**config.mk**
```make
export PLATFORM = sky130hd
export DESIGN_NAME = fetch_unit
export DESIGN_NICKNAME = d
export VERILOG_FILES = /design/src/rtl/antares_pkg.sv /design/src/rtl/if_id_reg.sv /design/src/rtl/fetch_unit.sv
export SDC_FILE = /design/constraint.sdc
export NUM_CORES = 1
export LEC_CHECK = 0
export ABC_CLOCK_PERIOD_IN_PS = 2900
export BUFFER_PORTS_ARGS = -buffer_cell sky130_fd_sc_hd__buf_2
export CAP_MARGIN = 30
export CORE_MARGIN = 2
export CORE_UTILIZATION = 40
export CTS_CLUSTER_SIZE = 16
export DETAILED_ROUTE_END_ITERATION = 10
export PLACE_DENSITY = 0.71
export SYNTH_ARGS = -nofsm -noshare
export SYNTH_HDL_FRONTEND = slang
export SYNTH_SLANG_ARGS = --single-unit
```
**constraint.sdc**
```tcl
create_clock -name clk -period 2.9 [get_ports clk]
set_clock_uncertainty 0.05 [all_clocks]
set_input_delay 0.58 -clock clk [delete_from_list [all_inputs] [get_ports clk]]
set_output_delay 0.58 -clock clk [all_outputs]
set_load 0.005 [all_outputs]
```
**src/rtl/antares_pkg.sv**
```systemverilog
// Shared definitions for the Antares fetch stage.
// Contents: fetch FSM state encoding, NOP instruction word, PC increment
// and the default reset PC.
package antares_pkg;

  typedef enum logic [1:0] {
    ST_IDLE    = 2'd0,
    ST_REQ     = 2'd1,
    ST_HOLD    = 2'd2,
    ST_DISCARD = 2'd3
  } fetch_state_t;

  localparam logic [31:0] NOP_INSTR        = 32'h0000_0000;
  localparam logic [31:0] PC_INC           = 32'd4;
  localparam logic [31:0] DEFAULT_RESET_PC = 32'h0000_0000;

endpackage

```
**src/rtl/if_id_reg.sv**
```systemverilog
// IF/ID pipeline register with a one-entry hold buffer.
// Ports:
//   clk, reset     : clock, synchronous active-high reset
//   flush          : kill the IF/ID entry and clear the hold buffer
//   load           : write in_instr/in_pc straight into IF/ID
//   capture        : write in_instr/in_pc into the hold buffer
//   promote        : move the hold buffer into IF/ID
//   consume        : decode takes the current entry (clears valid)
//   in_instr/in_pc : incoming instruction and its address
//   valid/instr/pc/pc4 : IF/ID contents
module if_id_reg
  import antares_pkg::*;
#(
  parameter int ADDR_W = 32,
  parameter int DATA_W = 32
) (
  input  logic              clk,
  input  logic              reset,
  input  logic              flush,
  input  logic              load,
  input  logic              capture,
  input  logic              promote,
  input  logic              consume,
  input  logic [DATA_W-1:0] in_instr,
  input  logic [ADDR_W-1:0] in_pc,
  output logic              valid,
  output logic [DATA_W-1:0] instr,
  output logic [ADDR_W-1:0] pc,
  output logic [ADDR_W-1:0] pc4
);

  localparam logic [ADDR_W-1:0] INC = ADDR_W'(PC_INC);
  localparam logic [DATA_W-1:0] NOP = DATA_W'(NOP_INSTR);

  logic [DATA_W-1:0] hold_instr;
  logic [ADDR_W-1:0] hold_pc;

  always_ff @(posedge clk) begin
    if (reset) begin
      valid      <= 1'b0;
      instr      <= NOP;
      pc         <= '0;
      pc4        <= '0;
      hold_instr <= NOP;
      hold_pc    <= '0;
    end else if (flush) begin
      // Flush beats a same-cycle consume or load: the entry simply dies.
      valid      <= 1'b0;
      hold_instr <= NOP;
      hold_pc    <= '0;
    end else begin
      if (capture) begin
        hold_instr <= in_instr;
        hold_pc    <= in_pc;
      end
      if (load) begin
        valid <= 1'b1;
        instr <= in_instr;
        pc    <= in_pc;
        pc4   <= in_pc + INC;   // wraps modulo 2^ADDR_W
      end else if (promote) begin
        valid <= 1'b1;
        instr <= hold_instr;
        pc    <= hold_pc;
        pc4   <= hold_pc + INC;
      end else if (consume) begin
        valid <= 1'b0;
      end
    end
  end

endmodule

```
**src/rtl/fetch_unit.sv**
```systemverilog
// Antares instruction fetch stage.
// Takes nextPC from the PC controller, fetches from instruction memory with
// a req/ack transaction and loads the IF/ID register.
// Ports:
//   clk, reset            : clock, synchronous active-high reset
//   nextPC, flush         : next fetch address / redirect strobe
//   id_stall              : decode cannot take IF/ID this cycle
//   fetch_stall           : nextPC not consumed this cycle (hold it)
//   imem_req/addr/ack/rdata : instruction memory port
//   if_valid/instr/pc/pc4 : IF/ID register contents
//   dbg_state             : current fetch FSM state
//
// Memory handshake: imem_req is the valid side and imem_ack the one-shot
// ready/response. Once imem_req is high, imem_req and imem_addr hold until
// the cycle imem_ack is seen; a request is never withdrawn, even by a flush.
// Decode handshake: if_valid is valid, !id_stall is ready; an entry transfers
// on an edge where both are high.
module fetch_unit
  import antares_pkg::*;
#(
  parameter int                ADDR_W   = 32,
  parameter int                DATA_W   = 32,
  parameter logic [ADDR_W-1:0] RESET_PC = ADDR_W'(DEFAULT_RESET_PC)
) (
  input  logic              clk,
  input  logic              reset,
  input  logic [ADDR_W-1:0] nextPC,
  input  logic              flush,
  input  logic              id_stall,
  output logic              fetch_stall,
  output logic              imem_req,
  output logic [ADDR_W-1:0] imem_addr,
  input  logic              imem_ack,
  input  logic [DATA_W-1:0] imem_rdata,
  output logic              if_valid,
  output logic [DATA_W-1:0] if_instr,
  output logic [ADDR_W-1:0] if_pc,
  output logic [ADDR_W-1:0] if_pc4,
  output fetch_state_t      dbg_state
);

  fetch_state_t      state_q, state_d;
  logic [ADDR_W-1:0] fa_q, fa_d;
  logic [ADDR_W-1:0] addr_q, addr_d;
  logic              load, capture, promote, consume, id_accept;

  assign id_accept = !if_valid || !id_stall;
  assign consume   = if_valid && !id_stall;
  assign dbg_state = state_q;
  assign imem_addr = addr_q;

  always_comb begin
    state_d     = state_q;
    fa_d        = fa_q;
    fetch_stall = 1'b1;
    imem_req    = 1'b0;
    load        = 1'b0;
    capture     = 1'b0;
    promote     = 1'b0;

    case (state_q)
      ST_IDLE: state_d = ST_REQ;
      ST_REQ: begin
        imem_req = 1'b1;
        if (imem_ack) begin
          if (id_accept) begin
            load        = 1'b1;
            fetch_stall = 1'b0;
            fa_d        = nextPC;
          end else begin
            capture = 1'b1;
            state_d = ST_HOLD;
          end
        end
      end
      ST_HOLD: begin
        // IF/ID is necessarily valid here, so ID accepts exactly when !id_stall.
        if (!id_stall) begin
          promote     = 1'b1;
          fetch_stall = 1'b0;
          fa_d        = nextPC;
          state_d     = ST_REQ;
        end
      end
      ST_DISCARD: begin
        imem_req = 1'b1;
        if (imem_ack) state_d = ST_REQ;
      end
      default: state_d = ST_IDLE;
    endcase

    if (flush) begin
      fetch_stall = 1'b0;
      fa_d        = nextPC;
      load        = 1'b0;
      capture     = 1'b0;
      promote     = 1'b0;
      // An un-acked request on the bus cannot be cancelled: wait it out.
      if ((state_q == ST_REQ || state_q == ST_DISCARD) && !imem_ack)
        state_d = ST_DISCARD;
      else
        state_d = ST_REQ;
    end
  end

  // The bus address follows fa, except while an abandoned request is still
  // outstanding: then it must keep showing the old address until the ack.
  assign addr_d = (state_d == ST_DISCARD) ? addr_q : {fa_d[ADDR_W-1:2], 2'b00};

  always_ff @(posedge clk) begin
    if (reset) begin
      state_q <= ST_IDLE;
      fa_q    <= RESET_PC;
      addr_q  <= {RESET_PC[ADDR_W-1:2], 2'b00};
    end else begin
      state_q <= state_d;
      fa_q    <= fa_d;
      addr_q  <= addr_d;
    end
  end

  if_id_reg #(
    .ADDR_W (ADDR_W),
    .DATA_W (DATA_W)
  ) u_if_id (
    .clk      (clk),
    .reset    (reset),
    .flush    (flush),
    .load     (load),
    .capture  (capture),
    .promote  (promote),
    .consume  (consume),
    .in_instr (imem_rdata),
    .in_pc    (fa_q),
    .valid    (if_valid),
    .instr    (if_instr),
    .pc       (if_pc),
    .pc4      (if_pc4)
  );

endmodule

```
==> out/metrics.json, run 1 <==
{
  "synth_top_cells_by_area": {"value": "sky130_fd_sc_hd__dfxtp_1, sky130_fd_sc_hd__nand2_1, sky130_fd_sc_hd__nor2_1, sky130_fd_sc_hd__a211oi_1, sky130_fd_sc_hd__a21oi_1"},
  "synth-main-ff-cell": {"value": "sky130_fd_sc_hd__dfxtp_1"},
  "detailedRoute.firstPassIterationCount": {"value": 6},
  "timing.final.crit_share": {"value": 0.948},
  "post_drt_wl_per_cell": {"value": 17.7, "unit": "um"},
  "finish.cell_count_without_fillers": {"value": 1627},
  "crit_chain": {"value": "inv_1 > ha_1 > buf_4 > a21o_1 > nand2_1 > a31oi_2 > buf_2"},
  "io-pin-count": {"value": 202},
  "count_of_cells_resized_by_post_cts_repair": {"value": 0},
  "hp-class": {"value": "in2reg"},
  "remaining_drc_errors": {"value": 0},
  "clock-root-buffer": {"value": "sky130_fd_sc_hd__clkbuf_16"},
  "final_hpwl_from_detailed_placement": {"value": 19800, "unit": "um"},
  "die_h": {"value": 157, "unit": "um"},
  "routed_wirelength": {"value": 28700, "unit": "um"},
  "postPlaceCellArea": {"value": 10800, "unit": "um^2"},
  "synthTopCellsByCount": {"value": "sky130_fd_sc_hd__dfxtp_1, sky130_fd_sc_hd__nand2_1, sky130_fd_sc_hd__nor2_1"},
  "coreArea": {"value": 22800, "unit": "um^2"},
  "hold_viol": {"value": 0},
  "via_count": {"value": 9000},
  "grt_pass1_wl": {"value": 44700, "unit": "um"},
  "timing.final.setup_violations": {"value": 0},
  "drt_iter0_drc": {"value": 686},
  "ir_worst_vdd": {"value": 0.573, "unit": "mV"},
  "placement.setup.worst_slack": {"value": 136, "unit": "ps"},
  "clk_pin_slew": {"value": 60, "unit": "ps"},
  "drv_slew": {"value": 0},
  "worst_ep_required_time": {"value": 2270, "unit": "ps"},
  "max_fo_critical_path": {"value": 6},
  "switching_share": {"value": 0.242},
  "routed_via_density": {"value": 5.53},
  "area.growth.synth_to_final": {"value": 26.1, "unit": "%"},
  "overflow": {"value": 0},
  "synth_seq_area_share": {"value": 0.479},
  "cts_post_setup_buffers_inserted": {"value": 0},
  "post_route_cells_drive_above_1_share": {"value": 0.247},
  "tritoncts": {"value": "built"},
  "vias_in_the_first_global_route": {"value": 8434},
  "rsz_0062_raised_after_global_routing": {"value": "false"},
  "power.share.combinational": {"value": 0.081},
  "cts.htree.levels": {"value": 1},
  "critical_path_class": {"value": "reg2out"},
  "worstPathArrival": {"value": 2120, "unit": "ps"},
  "ant_nets": {"value": 0},
  "seq_power_share": {"value": 0.455},
  "timing.setup.tns": {"value": 0, "unit": "ps"},
  "async_reset_ff_frac": {"value": 0},
  "yosys_register_bits": {"value": 223},
  "globalplace.congestion": {"value": 0.891},
  "fmaxAchievable": {"value": 364, "unit": "MHz"},
  "grt_start_max_net_pins": {"value": 95},
  "yosysWarnings": {"value": 0},
  "die-area": {"value": 24500, "unit": "um^2"},
  "power_switching": {"value": 0.00173, "unit": "W"},
  "groute.usage.overall": {"value": 0.225},
  "synth.avg_cell_area": {"value": 8.44, "unit": "um^2"},
  "critical_path.max_stage_delay": {"value": 450, "unit": "ps"},
  "startpoint_type": {"value": "register"},
  "synth.distinct_cells": {"value": 65},
  "number_of_antenna_cells_inserted": {"value": 0},
  "end_kind": {"value": "primary output"},
  "synth_enable_flop_cells": {"value": 0},
  "post-place-cells": {"value": 1580},
  "synth_area": {"value": 9320, "unit": "um^2"},
  "synth_cells": {"value": 1105},
  "floorplan.initialDensity": {"value": 0.409},
  "slew_margin_rel": {"value": 0.516},
  "post-synth-top-count-cell": {"value": "sky130_fd_sc_hd__dfxtp_1"},
  "cell_internal_pwr": {"value": 0.00544, "unit": "W"},
  "power.density": {"value": 611, "unit": "nW/um^2"},
  "finalInstanceArea": {"value": 11800, "unit": "um^2"},
  "worst_skew_pair.late_latency": {"value": 520, "unit": "ps"},
  "clock_tree.buffer_depth": {"value": 3},
  "clock-sinks": {"value": 223},
  "tmin_final": {"value": 2750, "unit": "ps"},
  "ctsHoldBuffers": {"value": 0},
  "leakage": {"value": 4.71, "unit": "nW"},
  "die_width": {"value": 157, "unit": "um"},
  "synth_area_leader_cell": {"value": "sky130_fd_sc_hd__dfxtp_1"},
  "row_count": {"value": 55},
  "clock_power_share": {"value": 0.464},
  "outcome": {"value": "finished clean"},
  "finalWorstSetupSlack": {"value": 152, "unit": "ps"},
  "timing_worst_slew_pin_value": {"value": 717, "unit": "ps"},
  "nets": {"value": 1370},
  "tritoncts.num_buffers": {"value": 25},
  "port_buffers": {"value": 199},
  "crit_slowest_cell": {"value": "sky130_fd_sc_hd__a31oi_2"},
  "antenna_found_initial": {"value": 0},
  "timing.max_cap.violations": {"value": 0},
  "synth_top_area_frac": {"value": 0.479}
}
[power groups by stage]
stage	clock [W]	sequential, W	combinational [W]
final	0.00333	0.00326	0.000580
after detailed placement	0	0.00333	0.000574
after global routing	0.00352	0.00327	0.000639
after floorplan	0	0.00331	0.000308
after global placement	0	0.00333	0.000567
after CTS	0.00340	0.00326	0.000578
[state kept, by name, indices dropped and copies added (netlist names)]
register	cells
dbg_state	2
fa_q	32
u_if_id.pc	30
u_if_id.valid	1
u_if_id.instr	32
u_if_id.pc4	32
u_if_id.hold_pc	32
imem_addr	30
u_if_id.hold_instr	32
[per-stage QoR]
stage	hold WS, ps	utilization	power (W)
after global routing	242	0.516	0.00743
final	251	0.516	0.00717
after floorplan	386	-	0.00362
after global placement	392	0.476	0.00389
after CTS	237	0.515	0.00724
after detailed placement	398	0.476	0.00390
[per-layer routing]
layer | up-vias | part of all wire | track usage
li1 | 4349 | - | -
met1 | 4228 | 0.41 | 0.280
met2 | 357 | 0.47 | 0.374
met3 | 66 | 0.083 | 0.0554
met4 | 0 | 0.039 | 0.0931
met5 | - | 0 | 0
[kinds of logic (layout without fill, tap and decap cells)]
kind of cell	count (synthesis)	count (layout)	synth area share
AOI/OAI and AO/OA	279	279	0.208
xor gates and xnor gates	7	7	0.00658
adders and majority gates	6	6	0.00805
buffers and inverters	102	310	0.0475
DFF	223	223	0.479
muxes	36	36	0.0397
other	1	2	0.000402
and+or+nand+nor	451	451	0.210
[worst max-delay path: cells and delay by family (launching register included)]
family / cells / cell delay [ps]
AOI/OAI and AO/OA: 2 / 560
DFF: 1 / 350
and+or+nand+nor: 1 / 60
adders and majority gates: 1 / 200
buffers and inverters: 3 / 440
[cells in the final DEF, fill, tap and decap left out, types with 24 or more instances in the layout]
master / synthesis / final
sky130_fd_sc_hd__a22oi_1: 31 / 31
sky130_fd_sc_hd__a21oi_1: 80 / 80
sky130_fd_sc_hd__mux2i_1: 30 / 29
sky130_fd_sc_hd__nor2_1: 144 / 144
sky130_fd_sc_hd__buf_4: 6 / 49
sky130_fd_sc_hd__o21ai_0: 24 / 24
sky130_fd_sc_hd__buf_2: 12 / 198
sky130_fd_sc_hd__dfxtp_1: 223 / 221
sky130_fd_sc_hd__clkbuf_16: 0 / 25
sky130_fd_sc_hd__a211oi_1: 54 / 54
sky130_fd_sc_hd__nand2_1: 201 / 199
[layout make-up]
type | count | area [um^2]
multi-input cells | 781 | 4470
flip-flops and latches | 223 | 4470
repair buffers | 254 | 1510
clock buffers | 30 | 674
fillers | 2174 | 11000
clock inverters | 16 | 201
inverters | 10 | 37.5
well taps | 313 | 392
[final timing paths]
path                  start                      to  slack (ps)  cells after the start
max            dbg_state[1]             fetch_stall         150                      7
min          imem_rdata[15]  u_if_id.hold_instr[15]         250                      3
max reg2reg    dbg_state[1]         u_if_id.pc4[24]         270                     12
min reg2reg  u_if_id.pc4[7]          u_if_id.pc4[7]         400                      2
(Power assumes the default switching activity.)
==> inputs of run 2 (changes only) <==
--- a/config.mk
+++ b/config.mk
@@ -5,7 +5,6 @@
 export SDC_FILE = /design/constraint.sdc
 export NUM_CORES = 1
 export LEC_CHECK = 0
-export ABC_CLOCK_PERIOD_IN_PS = 2900
 export BUFFER_PORTS_ARGS = -buffer_cell sky130_fd_sc_hd__buf_2
 export CAP_MARGIN = 30
 export CORE_MARGIN = 2
==> constraint.sdc (replaced) <==
create_clock -name clk -period 2.9 [get_ports clk]
set_clock_uncertainty 0.05 [all_clocks]
set_input_delay 0.145 -clock clk [delete_from_list [all_inputs] [get_ports clk]]
set_output_delay 0.145 -clock clk [all_outputs]
set_load 0.005 [all_outputs]
==> run 2 against run 1 <==
Die area is the same; count of clock-buffer cells in the layout did not move; sequential power about the same; utilization is 2.5 points higher; worst setup slack improved by 86 ps; clock power grew 9.0%; fmax up 3.2%; global-route usage is 0.93 points higher; via count is 1.8% higher; sequential share of layout area fell by 1.8 points; non-clock buffer count up 47; power grew 4.9%; critical path type is now reg2reg; largest cell class unchanged.
==> out/metrics.json, run 2 (synthesized netlist as in run 1, its figures left out) <==
{
  "cell_internal_pwr": {"value": 0.00578, "unit": "W"},
  "power.density": {"value": 611, "unit": "nW/um^2"},
  "grt_start_max_net_pins": {"value": 69},
  "met3WireLength": {"value": 2250, "unit": "um"},
  "cts_post_setup_buffers_inserted": {"value": 0},
  "worstPathArrival": {"value": 3040, "unit": "ps"},
  "outcome": {"value": "finished clean"},
  "most_common_cell_after_layout_fill_and_taps_aside": {"value": "sky130_fd_sc_hd__dfxtp_1"},
  "slew_margin_rel": {"value": 0.502},
  "cts.htree.levels": {"value": 1},
  "globalplace.congestion": {"value": 0.889},
  "timing.final.setup_violations": {"value": 0},
  "grt_pass1_wl": {"value": 46300, "unit": "um"},
  "count_of_cells_resized_by_post_cts_repair": {"value": 0},
  "antenna_found_initial": {"value": 0},
  "row_count": {"value": 55},
  "switching_share": {"value": 0.233},
  "routed_wirelength": {"value": 29300, "unit": "um"},
  "finalCoreUtilization": {"value": 0.541},
  "power_switching": {"value": 0.00175, "unit": "W"},
  "via_count": {"value": 9159},
  "hp-class": {"value": "in2reg"},
  "maxUsedRoutingLayer": {"value": "met4"},
  "timing_worst_slew_pin_value": {"value": 747, "unit": "ps"},
  "tritoncts": {"value": "built"},
  "groute.usage.overall": {"value": 0.235},
  "ir_worst_vdd": {"value": 0.388, "unit": "mV"},
  "nets": {"value": 1417},
  "die_h": {"value": 157, "unit": "um"},
  "floorplan.initialDensity": {"value": 0.409},
  "area.growth.synth_to_final": {"value": 32.2, "unit": "%"},
  "wl_met1": {"value": 12000, "unit": "um"},
  "leakage": {"value": 4.93, "unit": "nW"},
  "tritoncts.num_buffers": {"value": 25},
  "clk_pin_slew": {"value": 60, "unit": "ps"},
  "layout.cells.most_common_list": {"value": "sky130_fd_sc_hd__dfxtp_1, sky130_fd_sc_hd__nand2_1, sky130_fd_sc_hd__buf_2"},
  "fmaxAchievable": {"value": 376, "unit": "MHz"},
  "timing.final.crit_share": {"value": 0.918},
  "clock-sinks": {"value": 223},
  "timing.max_cap.violations": {"value": 0},
  "critical_path_class": {"value": "reg2reg"},
  "drt_iter0_drc": {"value": 744},
  "die-area": {"value": 24500, "unit": "um^2"},
  "hold-worst-slack": {"value": 47.4, "unit": "ps"},
  "hold_viol": {"value": 0},
  "max_fo_critical_path": {"value": 6},
  "end_kind": {"value": "register"},
  "timing.setup.tns": {"value": 0, "unit": "ps"},
  "post_drt_wl_per_cell": {"value": 17.5, "unit": "um"},
  "clock_tree.buffer_depth": {"value": 3},
  "vias_in_the_first_global_route": {"value": 8637},
  "coreArea": {"value": 22800, "unit": "um^2"},
  "metal2_wl": {"value": 13900, "unit": "um"},
  "final_hpwl_from_detailed_placement": {"value": 19600, "unit": "um"},
  "detailedRoute.firstPassIterationCount": {"value": 8},
  "port_buffers": {"value": 199},
  "routed_via_density": {"value": 5.47},
  "worst_ep_required_time": {"value": 3270, "unit": "ps"},
  "overflow": {"value": 0},
  "startpoint_type": {"value": "register"},
  "rsz_0062_raised_after_global_routing": {"value": "false"},
  "io-pin-count": {"value": 202},
  "ant_nets": {"value": 0},
  "remaining_drc_errors": {"value": 0},
  "power.share.combinational": {"value": 0.085},
  "seq_power_share": {"value": 0.433},
  "post_route_cells_drive_above_1_share": {"value": 0.226},
  "die_width": {"value": 157, "unit": "um"},
  "number_of_antenna_cells_inserted": {"value": 0},
  "ctsHoldBuffers": {"value": 64},
  "clock-root-buffer": {"value": "sky130_fd_sc_hd__clkbuf_16"},
  "clock_power_share": {"value": 0.482},
  "drv_slew": {"value": 0},
  "tmin_final": {"value": 2660, "unit": "ps"},
  "worst_skew_pair.late_latency": {"value": 520, "unit": "ps"}
}
[run 2: cell types whose count changed in the layout (fill, tap and decap cells not counted)]
cell	previous run	this run
sky130_fd_sc_hd__buf_4	49	33
sky130_fd_sc_hd__inv_6	3	2
sky130_fd_sc_hd__clkinv_4	2	0
sky130_fd_sc_hd__clkinv_2	6	5
sky130_fd_sc_hd__inv_8	0	1
sky130_fd_sc_hd__clkbuf_1	2	1
sky130_fd_sc_hd__mux2i_2	2	1
sky130_fd_sc_hd__buf_16	1	0
sky130_fd_sc_hd__nand2_2	2	1
sky130_fd_sc_hd__mux2i_1	29	30
sky130_fd_sc_hd__bufinv_16	4	7
sky130_fd_sc_hd__nand2_4	0	1
sky130_fd_sc_hd__clkbuf_8	3	4
sky130_fd_sc_hd__dlygate4sd3_1	0	64
[run 2: worst max-delay path: stages (launching register included)]
cell	delay [ps]
sky130_fd_sc_hd__dfxtp_2	350
sky130_fd_sc_hd__inv_1	80
sky130_fd_sc_hd__ha_1	230
sky130_fd_sc_hd__nand2_4	70
sky130_fd_sc_hd__nor3_4	300
sky130_fd_sc_hd__mux2i_1	150
sky130_fd_sc_hd__inv_1	80
sky130_fd_sc_hd__ha_2	190
sky130_fd_sc_hd__o31ai_1	70
sky130_fd_sc_hd__o22ai_1	270
sky130_fd_sc_hd__nand2_1	160
sky130_fd_sc_hd__or4_1	480
sky130_fd_sc_hd__o311ai_1	90
[run 2: metal layers]
layer | track usage | vias up
met1 | 0.297 | 4279
met2 | 0.384 | 367
met5 | 0 | -
met4 | 0.102 | 0
met3 | 0.0521 | 69
li1 | - | 4444
[run 2: metrics by stage]
step / area (um^2) / setup slack (ps) / power (W) / std cells
final: 12300 / 238 / 0.00753 / 1674
after global routing: 12300 / 82.1 / 0.00780 / 1674
after CTS: 12300 / 265 / 0.00759 / 1674
after detailed placement: 10700 / 283 / 0.00390 / 1564
after global placement: 10700 / 345 / 0.00389 / 1564
after floorplan: 9370 / 3.83 / 0.00362 / 1106
[run 2: final timing paths]
kind         slack [ps]             startpoint  depth (start not counted)               endpoint
max                 240           dbg_state[1]                         12        u_if_id.pc4[24]
min                  50               imem_ack                          3           dbg_state[1]
max reg2reg         240           dbg_state[1]                         12        u_if_id.pc4[24]
min reg2reg         400  u_if_id.hold_instr[6]                          2  u_if_id.hold_instr[6]
[run 2: layout make-up]
cell class,instances,area [um^2]
fillers,2047,10500
multi-input cells,781,4470
flip-flops and latches,223,4470
repair buffers,301,2000
clock buffers,30,684
well taps,313,392
clock inverters,16,272
inverters,10,37.5
[run 2: power by group through the flow]
stage	clock, W	combinational, W	sequential [W]
final	0.00363	0.000637	0.00326
after global routing	0.00383	0.000701	0.00327
after CTS	0.00369	0.000636	0.00326
after detailed placement	0	0.000568	0.00333
after global placement	0	0.000563	0.00332
after floorplan	0	0.000309	0.00331
